<file path="src/rtl/alu_pkg.sv">
// alu_pkg: shared op-code encoding and the result flag bundle for the
// pipelined ALU and any model that reuses alu_core.
package alu_pkg;

    localparam logic [2:0] OP_NOT = 3'b000;
    localparam logic [2:0] OP_AND = 3'b001;
    localparam logic [2:0] OP_OR  = 3'b010;
    localparam logic [2:0] OP_XOR = 3'b011;
    localparam logic [2:0] OP_ADD = 3'b100;
    localparam logic [2:0] OP_SUB = 3'b101;
    localparam logic [2:0] OP_SHL = 3'b110;
    localparam logic [2:0] OP_SHR = 3'b111;

    typedef struct packed {
        logic of;
        logic cary;
        logic eq;
    } alu_flags_t;

endpackage

</file>
<file path="src/rtl/alu_if.sv">
// alu_if: operation-in / result-out valid-ready bus of the pipelined ALU.
// master = operand source and result sink, slave = the ALU.
interface alu_if #(
    parameter int WIDTH = 32
);
    import alu_pkg::*;

    logic             in_valid;
    logic             in_ready;
    logic [2:0]       op;
    logic [WIDTH-1:0] a;
    logic [WIDTH-1:0] b;
    logic             out_valid;
    logic             out_ready;
    logic [WIDTH-1:0] s;
    logic             of;
    logic             cary;
    logic             eq;

    modport master (
        output in_valid, op, a, b, out_ready,
        input  in_ready, out_valid, s, of, cary, eq
    );

    modport slave (
        input  in_valid, op, a, b, out_ready,
        output in_ready, out_valid, s, of, cary, eq
    );

endinterface

</file>
<file path="src/rtl/alu_core.sv">
// alu_core: combinational WIDTH-bit ALU producing the result and the
// overflow / carry / equal flags for one operation.
module alu_core
    import alu_pkg::*;
#(
    parameter int WIDTH = 32
) (
    input  logic [2:0]       op,
    input  logic [WIDTH-1:0] a,
    input  logic [WIDTH-1:0] b,
    output logic [WIDTH-1:0] s,
    output alu_flags_t       flags
);

    localparam int             SHW = $clog2(WIDTH);
    localparam logic [WIDTH:0] ONE = {{WIDTH{1'b0}}, 1'b1};

    logic [SHW-1:0]          sh_amt;
    logic [WIDTH:0]          sum_x;
    logic [WIDTH:0]          diff_x;
    logic [WIDTH:0]          shl_x;
    logic signed [WIDTH-1:0] a_sgn;
    logic signed [WIDTH-1:0] b_sgn;
    logic signed [WIDTH-1:0] sum_sgn;
    logic signed [WIDTH-1:0] diff_sgn;
    logic                    add_of;
    logic                    sub_of;

    // Only the low log2(WIDTH) bits of b form the shift count, so it never reaches WIDTH.
    assign sh_amt = b[SHW-1:0];

    // Extra top bit captures carry-out; subtraction is a + ~b + 1 so its carry means a >= b.
    assign sum_x  = {1'b0, a} + {1'b0, b};
    assign diff_x = {1'b0, a} + {1'b0, ~b} + ONE;
    // Bit WIDTH of the widened left shift is the last bit pushed out of a (0 for shift 0).
    assign shl_x  = {1'b0, a} << sh_amt;

    assign a_sgn    = $signed(a);
    assign b_sgn    = $signed(b);
    assign sum_sgn  = $signed(sum_x[WIDTH-1:0]);
    assign diff_sgn = $signed(diff_x[WIDTH-1:0]);

    // Signed overflow: same-sign operands for add (opposite for sub) giving a result of the other sign.
    assign add_of = ((a_sgn < 0) == (b_sgn < 0)) && ((sum_sgn < 0) != (a_sgn < 0));
    assign sub_of = ((a_sgn < 0) != (b_sgn < 0)) && ((diff_sgn < 0) != (a_sgn < 0));

    // Select result and flags by op code; eq is independent of the operation.
    always_comb begin
        s          = '0;
        flags.of   = 1'b0;
        flags.cary = 1'b0;
        flags.eq   = (a == b);
        case (op)
            OP_NOT: s = ~a;
            OP_AND: s = a & b;
            OP_OR:  s = a | b;
            OP_XOR: s = a ^ b;
            OP_ADD: begin
                s          = sum_x[WIDTH-1:0];
                flags.cary = sum_x[WIDTH];
                flags.of   = add_of;
            end
            OP_SUB: begin
                s          = diff_x[WIDTH-1:0];
                flags.cary = diff_x[WIDTH];
                flags.of   = sub_of;
            end
            OP_SHL: begin
                s          = shl_x[WIDTH-1:0];
                flags.cary = shl_x[WIDTH];
            end
            OP_SHR: s = a >> sh_amt;
            default: s = '0;
        endcase
    end

endmodule

</file>
<file path="src/rtl/alu_pipe.sv">
// alu_pipe: two-stage pipelined ALU with valid/ready on both sides.
// Stage 1 holds the operation, stage 2 holds the computed result and flags.
// Optional feature macro: ALU_STICKY_OF_EN adds a latched overflow flag
// (sticky_of) cleared by clr_sticky; without it sticky_of is constant 0.
module alu_pipe
    import alu_pkg::*;
#(
    parameter int WIDTH = 32
) (
    input  logic  clk,
    input  logic  rst_n,
    alu_if.slave  bus,
    input  logic  clr_sticky,
    output logic  sticky_of
);

    logic             vld_p1;
    logic [2:0]       op_p1;
    logic [WIDTH-1:0] a_p1;
    logic [WIDTH-1:0] b_p1;

    logic             vld_p2;
    logic [WIDTH-1:0] s_p2;
    alu_flags_t       flags_p2;

    logic [WIDTH-1:0] core_s;
    alu_flags_t       core_flags;
    logic             adv_p2;

    // A stage may load when it is empty or its occupant leaves this cycle.
    assign adv_p2       = !vld_p2 || bus.out_ready;
    assign bus.in_ready = !vld_p1 || adv_p2;

    // ---- input -> stage 1 ----
    // Stage 1 valid bit tracks whether an accepted operation is waiting.
    always_ff @(posedge clk or negedge rst_n) begin
        if (!rst_n) begin
            vld_p1 <= 1'b0;
        end else if (bus.in_ready) begin
            vld_p1 <= bus.in_valid;
        end
    end

    // Stage 1 operands captured only on an input transfer; contents are meaningless while invalid.
    always_ff @(posedge clk) begin
        if (bus.in_valid && bus.in_ready) begin
            op_p1 <= bus.op;
            a_p1  <= bus.a;
            b_p1  <= bus.b;
        end
    end

    alu_core #(
        .WIDTH (WIDTH)
    ) u_core (
        .op    (op_p1),
        .a     (a_p1),
        .b     (b_p1),
        .s     (core_s),
        .flags (core_flags)
    );

    // ---- stage 1 -> stage 2 ----
    // Stage 2 advances when free; result held stable under backpressure and kept when emptying.
    always_ff @(posedge clk or negedge rst_n) begin
        if (!rst_n) begin
            vld_p2   <= 1'b0;
            s_p2     <= '0;
            flags_p2 <= '0;
        end else if (adv_p2) begin
            vld_p2 <= vld_p1;
            if (vld_p1) begin
                s_p2     <= core_s;
                flags_p2 <= core_flags;
            end
        end
    end

    assign bus.out_valid = vld_p2;
    assign bus.s         = s_p2;
    assign bus.of        = flags_p2.of;
    assign bus.cary      = flags_p2.cary;
    assign bus.eq        = flags_p2.eq;

`ifdef ALU_STICKY_OF_EN
    logic sticky_r;

    // Latch overflow on any delivered result; a new event beats a same-cycle clear.
    always_ff @(posedge clk or negedge rst_n) begin
        if (!rst_n) begin
            sticky_r <= 1'b0;
        end else if (vld_p2 && bus.out_ready && flags_p2.of) begin
            sticky_r <= 1'b1;
        end else if (clr_sticky) begin
            sticky_r <= 1'b0;
        end
    end

    assign sticky_of = sticky_r;
`else
    logic unused_clr_sticky;

    assign unused_clr_sticky = clr_sticky;
    assign sticky_of         = 1'b0;
`endif

endmodule

</file>
<file path="src/flat_wrapper.sv">
// flat-port wrapper written by rule: the top's interface ports become plain ports
module alu_pipe_flat import alu_pkg::*;
#(
    parameter int WIDTH = 32
)
  (clk, rst_n, clr_sticky, sticky_of, bus_in_valid, bus_op, bus_a, bus_b, bus_out_ready, bus_in_ready, bus_out_valid, bus_s, bus_of, bus_cary, bus_eq);
  alu_if #(.WIDTH(WIDTH)) bus_i ();
  input  logic clk;
  input  logic rst_n;
  input  logic clr_sticky;
  output logic sticky_of;
  input wire logic [$bits(bus_i.in_valid)-1:0] bus_in_valid;
  input wire logic [$bits(bus_i.op)-1:0] bus_op;
  input wire logic [$bits(bus_i.a)-1:0] bus_a;
  input wire logic [$bits(bus_i.b)-1:0] bus_b;
  input wire logic [$bits(bus_i.out_ready)-1:0] bus_out_ready;
  output wire logic [$bits(bus_i.in_ready)-1:0] bus_in_ready;
  output wire logic [$bits(bus_i.out_valid)-1:0] bus_out_valid;
  output wire logic [$bits(bus_i.s)-1:0] bus_s;
  output wire logic [$bits(bus_i.of)-1:0] bus_of;
  output wire logic [$bits(bus_i.cary)-1:0] bus_cary;
  output wire logic [$bits(bus_i.eq)-1:0] bus_eq;
  assign bus_i.in_valid = bus_in_valid;
  assign bus_i.op = bus_op;
  assign bus_i.a = bus_a;
  assign bus_i.b = bus_b;
  assign bus_i.out_ready = bus_out_ready;
  assign bus_in_ready = bus_i.in_ready;
  assign bus_out_valid = bus_i.out_valid;
  assign bus_s = bus_i.s;
  assign bus_of = bus_i.of;
  assign bus_cary = bus_i.cary;
  assign bus_eq = bus_i.eq;
  alu_pipe #(.WIDTH(WIDTH)) u_core (.clk(clk), .rst_n(rst_n), .bus(bus_i), .clr_sticky(clr_sticky), .sticky_of(sticky_of));
endmodule
</file>
<file path="config.mk">
export PLATFORM = sky130hd
export DESIGN_NAME = alu_pipe_flat
export DESIGN_NICKNAME = d
export VERILOG_FILES = /design/src/rtl/alu_pkg.sv /design/src/rtl/alu_if.sv /design/src/rtl/alu_core.sv /design/src/rtl/alu_pipe.sv /design/src/flat_wrapper.sv
export SDC_FILE = /design/constraint.sdc
export NUM_CORES = 1
export LEC_CHECK = 0
export CAP_MARGIN = 20
export CORE_MARGIN = 1.5
export CORE_UTILIZATION = 50
export DETAILED_ROUTE_END_ITERATION = 10
export GPL_TIMING_DRIVEN = 0
export PLACE_DENSITY = 0.71
export SLEW_MARGIN = 15
export SYNTH_ARGS = -nofsm -noshare
export SYNTH_HDL_FRONTEND = slang
export SYNTH_SLANG_ARGS = --single-unit
</file>
<file path="constraint.sdc">
create_clock -name clk -period 5.2 [get_ports clk]
set_input_delay 1.04 -clock clk [delete_from_list [all_inputs] [get_ports clk]]
set_output_delay 1.04 -clock clk [all_outputs]
set_load 0.005 [all_outputs]
</file>
==> summary.md <==
| Metric | Value |
|---|---|
| Status | `completed` |
| Commonest non-fill, non-tap cells in the layout | `nor2_1, a21oi_1, o21ai_0` |
| Worst Skew | `0.02394 ns` |
| # setup viols final | `0` |
| DR DRC count | `0` |
| Area Growth Syn to Fin | `15.44%` |
| Vias post-DR | `13404` |
| Post-DP HPWL | `45520 um` |
| Antenna cells | `0` |
| Fillers | `2142` |
| Max clock buf depth | `2` |
| FF+latch count, synth | `104` |
| Critical Path Max Stage Delay | `0.61 ns` |
| Register area | `2938 sq um` |
| Final std cells w/o fill | `1893` |
| Clock buffer count from CTS | `9` |
| CTS tree | `done` |
| Worst VDD drop | `178.8 uV` |
| Unique cell type count in the Yosys netlist | `77` |
| Crit Path Category | `flip-flop to flip-flop` |
| WP data required | `5.48 ns` |
| Root buffer cell | `clkbuf_16` |
| First-pass GRT wire length | `83100 um` |
| Fraction of layout cells with a size suffix above 1 | `0.06226` |
| Main synth FF type | `edfxtp_1` |
| Antenna-violating nets left | `0` |
| Num rows | `56` |
| Worst-path fanout max | `10` |
| DR iter-0 viols | `2277` |
| Routed len/inst | `30.28 um` |
| Static Leak | `5.620 nW` |
| PwrDens | `244.5 nW/um^2` |
| Final Cycle Share | `0.9510` |
| Worst-Skew Late Latency | `0.39 ns` |
| Final wirelength | `57320 um` |
| Starting Density | `0.5095` |
| H-Tree Depth | `3` |
| EDFF count, synth | `67` |
| Buf/Inv on CP | `3` |
| CTS Hold Bufs | `0` |
| Worst slack at placement | `-0.3725 ns` |
| Worst Path Arrival | `5.22 ns` |
| Rel. slew slack | `0.2823` |
| Core Region | `23470 sq um` |
| Clk sinks | `104` |
| I/O Pins | `110` |
| Multi-input logic area | `8172 sq um` |
| Global route overflow | `0` |
| Sequential share of the synthesized area | `0.2457` |
| Commonest non-fill, non-tap cell in the layout | `nor2_1` |
| Fin util | `0.5882` |
| Clk slew on worst S/H paths | `0.10 ns` |
| CP top delay family | `compound AO/OA/AOI/OAI gates` |
| DR pass1 iterations | `9` |
| RSZ-0062 raised after global routing | `false` |
| Total power | `3.375 mW` |
| Min-Delay Path Class | `flip-flop to flip-flop` |
| Die Y | `157.7 um` |
| Final Hold Fails | `0` |
| # port buffers | `107` |
| Peak Freq | `202.2 MHz` |
| Yosys warnings | `0` |
| Antenna violations before repair | `0` |
| Mapped Avg Cell Area | `8.270 sq um` |
| Slew @ Worst Pin | `1.077 ns` |
| Syn_nets | `1626` |
| Die area | `24860 sq um` |
| Crit path time final | `4.945 ns` |
| Startpoint class of the critical path | `flip-flop` |
| Max cap viols | `0` |
| Cell total after placement | `1874` |
| Nets | `1749` |
| Routed vias/inst | `7.081` |
| GRT Total Usage | `0.4655` |
| Vias in the first global route | `12887` |
| Final GP Congestion | `1.083` |
| Synth Cell Area | `11960 sq um` |
| Share of flip-flops with an asynchronous set or reset | `0.3558` |
| Setup ws final | `0.2550 ns` |
| Chip width | `157.7 um` |
| Slowest cell on the critical path | `or4b_1` |
| Synthesized instance count | `1446` |
| Largest net degree at the start of global routing | `59` |
| Critical-path cell list | `clkbuf_2 > buf_2 > inv_1 > ha_1 > nor2_1 > o21ai_0 > a21oi_1 > or4b_1 > o221ai_1 > o221ai_1 > o2111ai_1 > mux2_2 > a211oi_1 > nor2_1` |
| Crit end category | `flip-flop` |
| Slew Viols, Final | `0` |
==> report_power, final <==
part           total, mW  switching [mW]  leakage (nW)  internal (mW)
Clock              0.725           0.389         0.132          0.336
Sequential          1.11           0.127          1.08          0.986
Combinational       1.54           0.940          4.41          0.597
Total               3.37            1.46          5.62           1.92
==> synthesized netlist by cell type (all sizes together) (8+ instances only) <==
cell,n,share of area
clkbuf,66,0.021
nor2,141,0.044
nor3,31,0.013
dfrtp,37,0.077
a22oi,9,0.0056
or3,10,0.0052
nand3,27,0.011
nor2b,10,0.0054
a21oi,119,0.050
a221oi,49,0.037
a21o,24,0.015
ha,106,0.11
mux2i,92,0.077
edfxtp,67,0.17
o31ai,14,0.0088
xnor2,20,0.015
a221o,11,0.0092
a211o,9,0.0066
nor4,10,0.0052
o211ai,23,0.014
o21bai,12,0.0075
o21ai,119,0.050
inv,99,0.031
nand2,87,0.027
buf,45,0.019
a211oi,32,0.021
o311ai,8,0.0059
nand2b,27,0.014
mux4,23,0.043
o22ai,10,0.0052
==> logic make-up after synthesis <==
kind of cell | share of synthesized area
compound gates | 0.2782
simple gates | 0.1464
buf+inv | 0.07167
mux | 0.1260
fa+ha+maj | 0.1142
flops | 0.2457
xor+xnor | 0.01758
other cells | 0.0003136
==> worst reg2reg max path, stage by stage, from the launching register on <==
cell,delay [ns]
edfxtp_1,0.54
clkbuf_2,0.34
buf_2,0.38
inv_1,0.32
ha_1,0.50
nor2_1,0.10
o21ai_0,0.45
a21oi_1,0.23
or4b_1,0.61
o221ai_1,0.20
o221ai_1,0.24
o2111ai_1,0.24
mux2_2,0.39
a211oi_1,0.24
nor2_1,0.08
==> per-stage QoR <==
step	hold WS, ns	area, sq um	TNS, ns
floorplan	0.4726	11960	0
global placement	0.4614	13430	-1.543
detailed placement	0.4689	13470	-1.155
CTS	0.4880	13760	0
global route	0.4946	13810	0
finish	0.4858	13810	0
==> per-layer routing <==
layer	wire length, um	global-route usage
met1	21440	0.5944
met2	24660	0.7059
met3	7773	0.1393
met4	3447	0.2493
met5	0	0
==> final timing paths <==
check,startpoint,endpoint,slack [ns],depth (start not counted)
max,u_core.b_p1[1],u_core.bus.s[25],0.26,14
min reg2reg,u_core.bus.s[0],u_core.bus.s[0],0.49,1
min in group asynchronous,rst_n,u_core.bus.eq,0.54,1
max in group asynchronous,rst_n,u_core.bus.s[31],4.15,2
min,u_core.bus.s[0],u_core.bus.s[0],0.49,1
max reg2reg,u_core.b_p1[1],u_core.bus.s[25],0.26,14
==> flip-flops by register name, indices dropped and copies added (netlist names) <==
| signal | count |
|---|---|
| u_core.a_p1 | 32 |
| u_core.b_p1 | 32 |
| u_core.bus.cary | 1 |
| u_core.bus.eq | 1 |
| u_core.bus.of | 1 |
| u_core.bus.out_valid | 1 |
| u_core.bus.s | 32 |
| u_core.op_p1 | 3 |
| u_core.vld_p1 | 1 |
==> final cells by class <==
cell class	count	share of cell area
Clock buffer	10	0.01659
Tap cell	319	0.02891
Multi-Input combinational cell	1130	0.5919
Sequential cell	104	0.2128
Clock inverter	6	0.003806
Inverter	100	0.02773
Timing Repair Buffer	114	0.08338
Buffer	110	0.03489
==> what timing repair did <==
action	4_1_cts	5_1_grt
setup endpoints to repair	10	9
setup buffers	0	5
resized for setup	3	7
cloned	0	0
(Power assumes the default switching activity.)
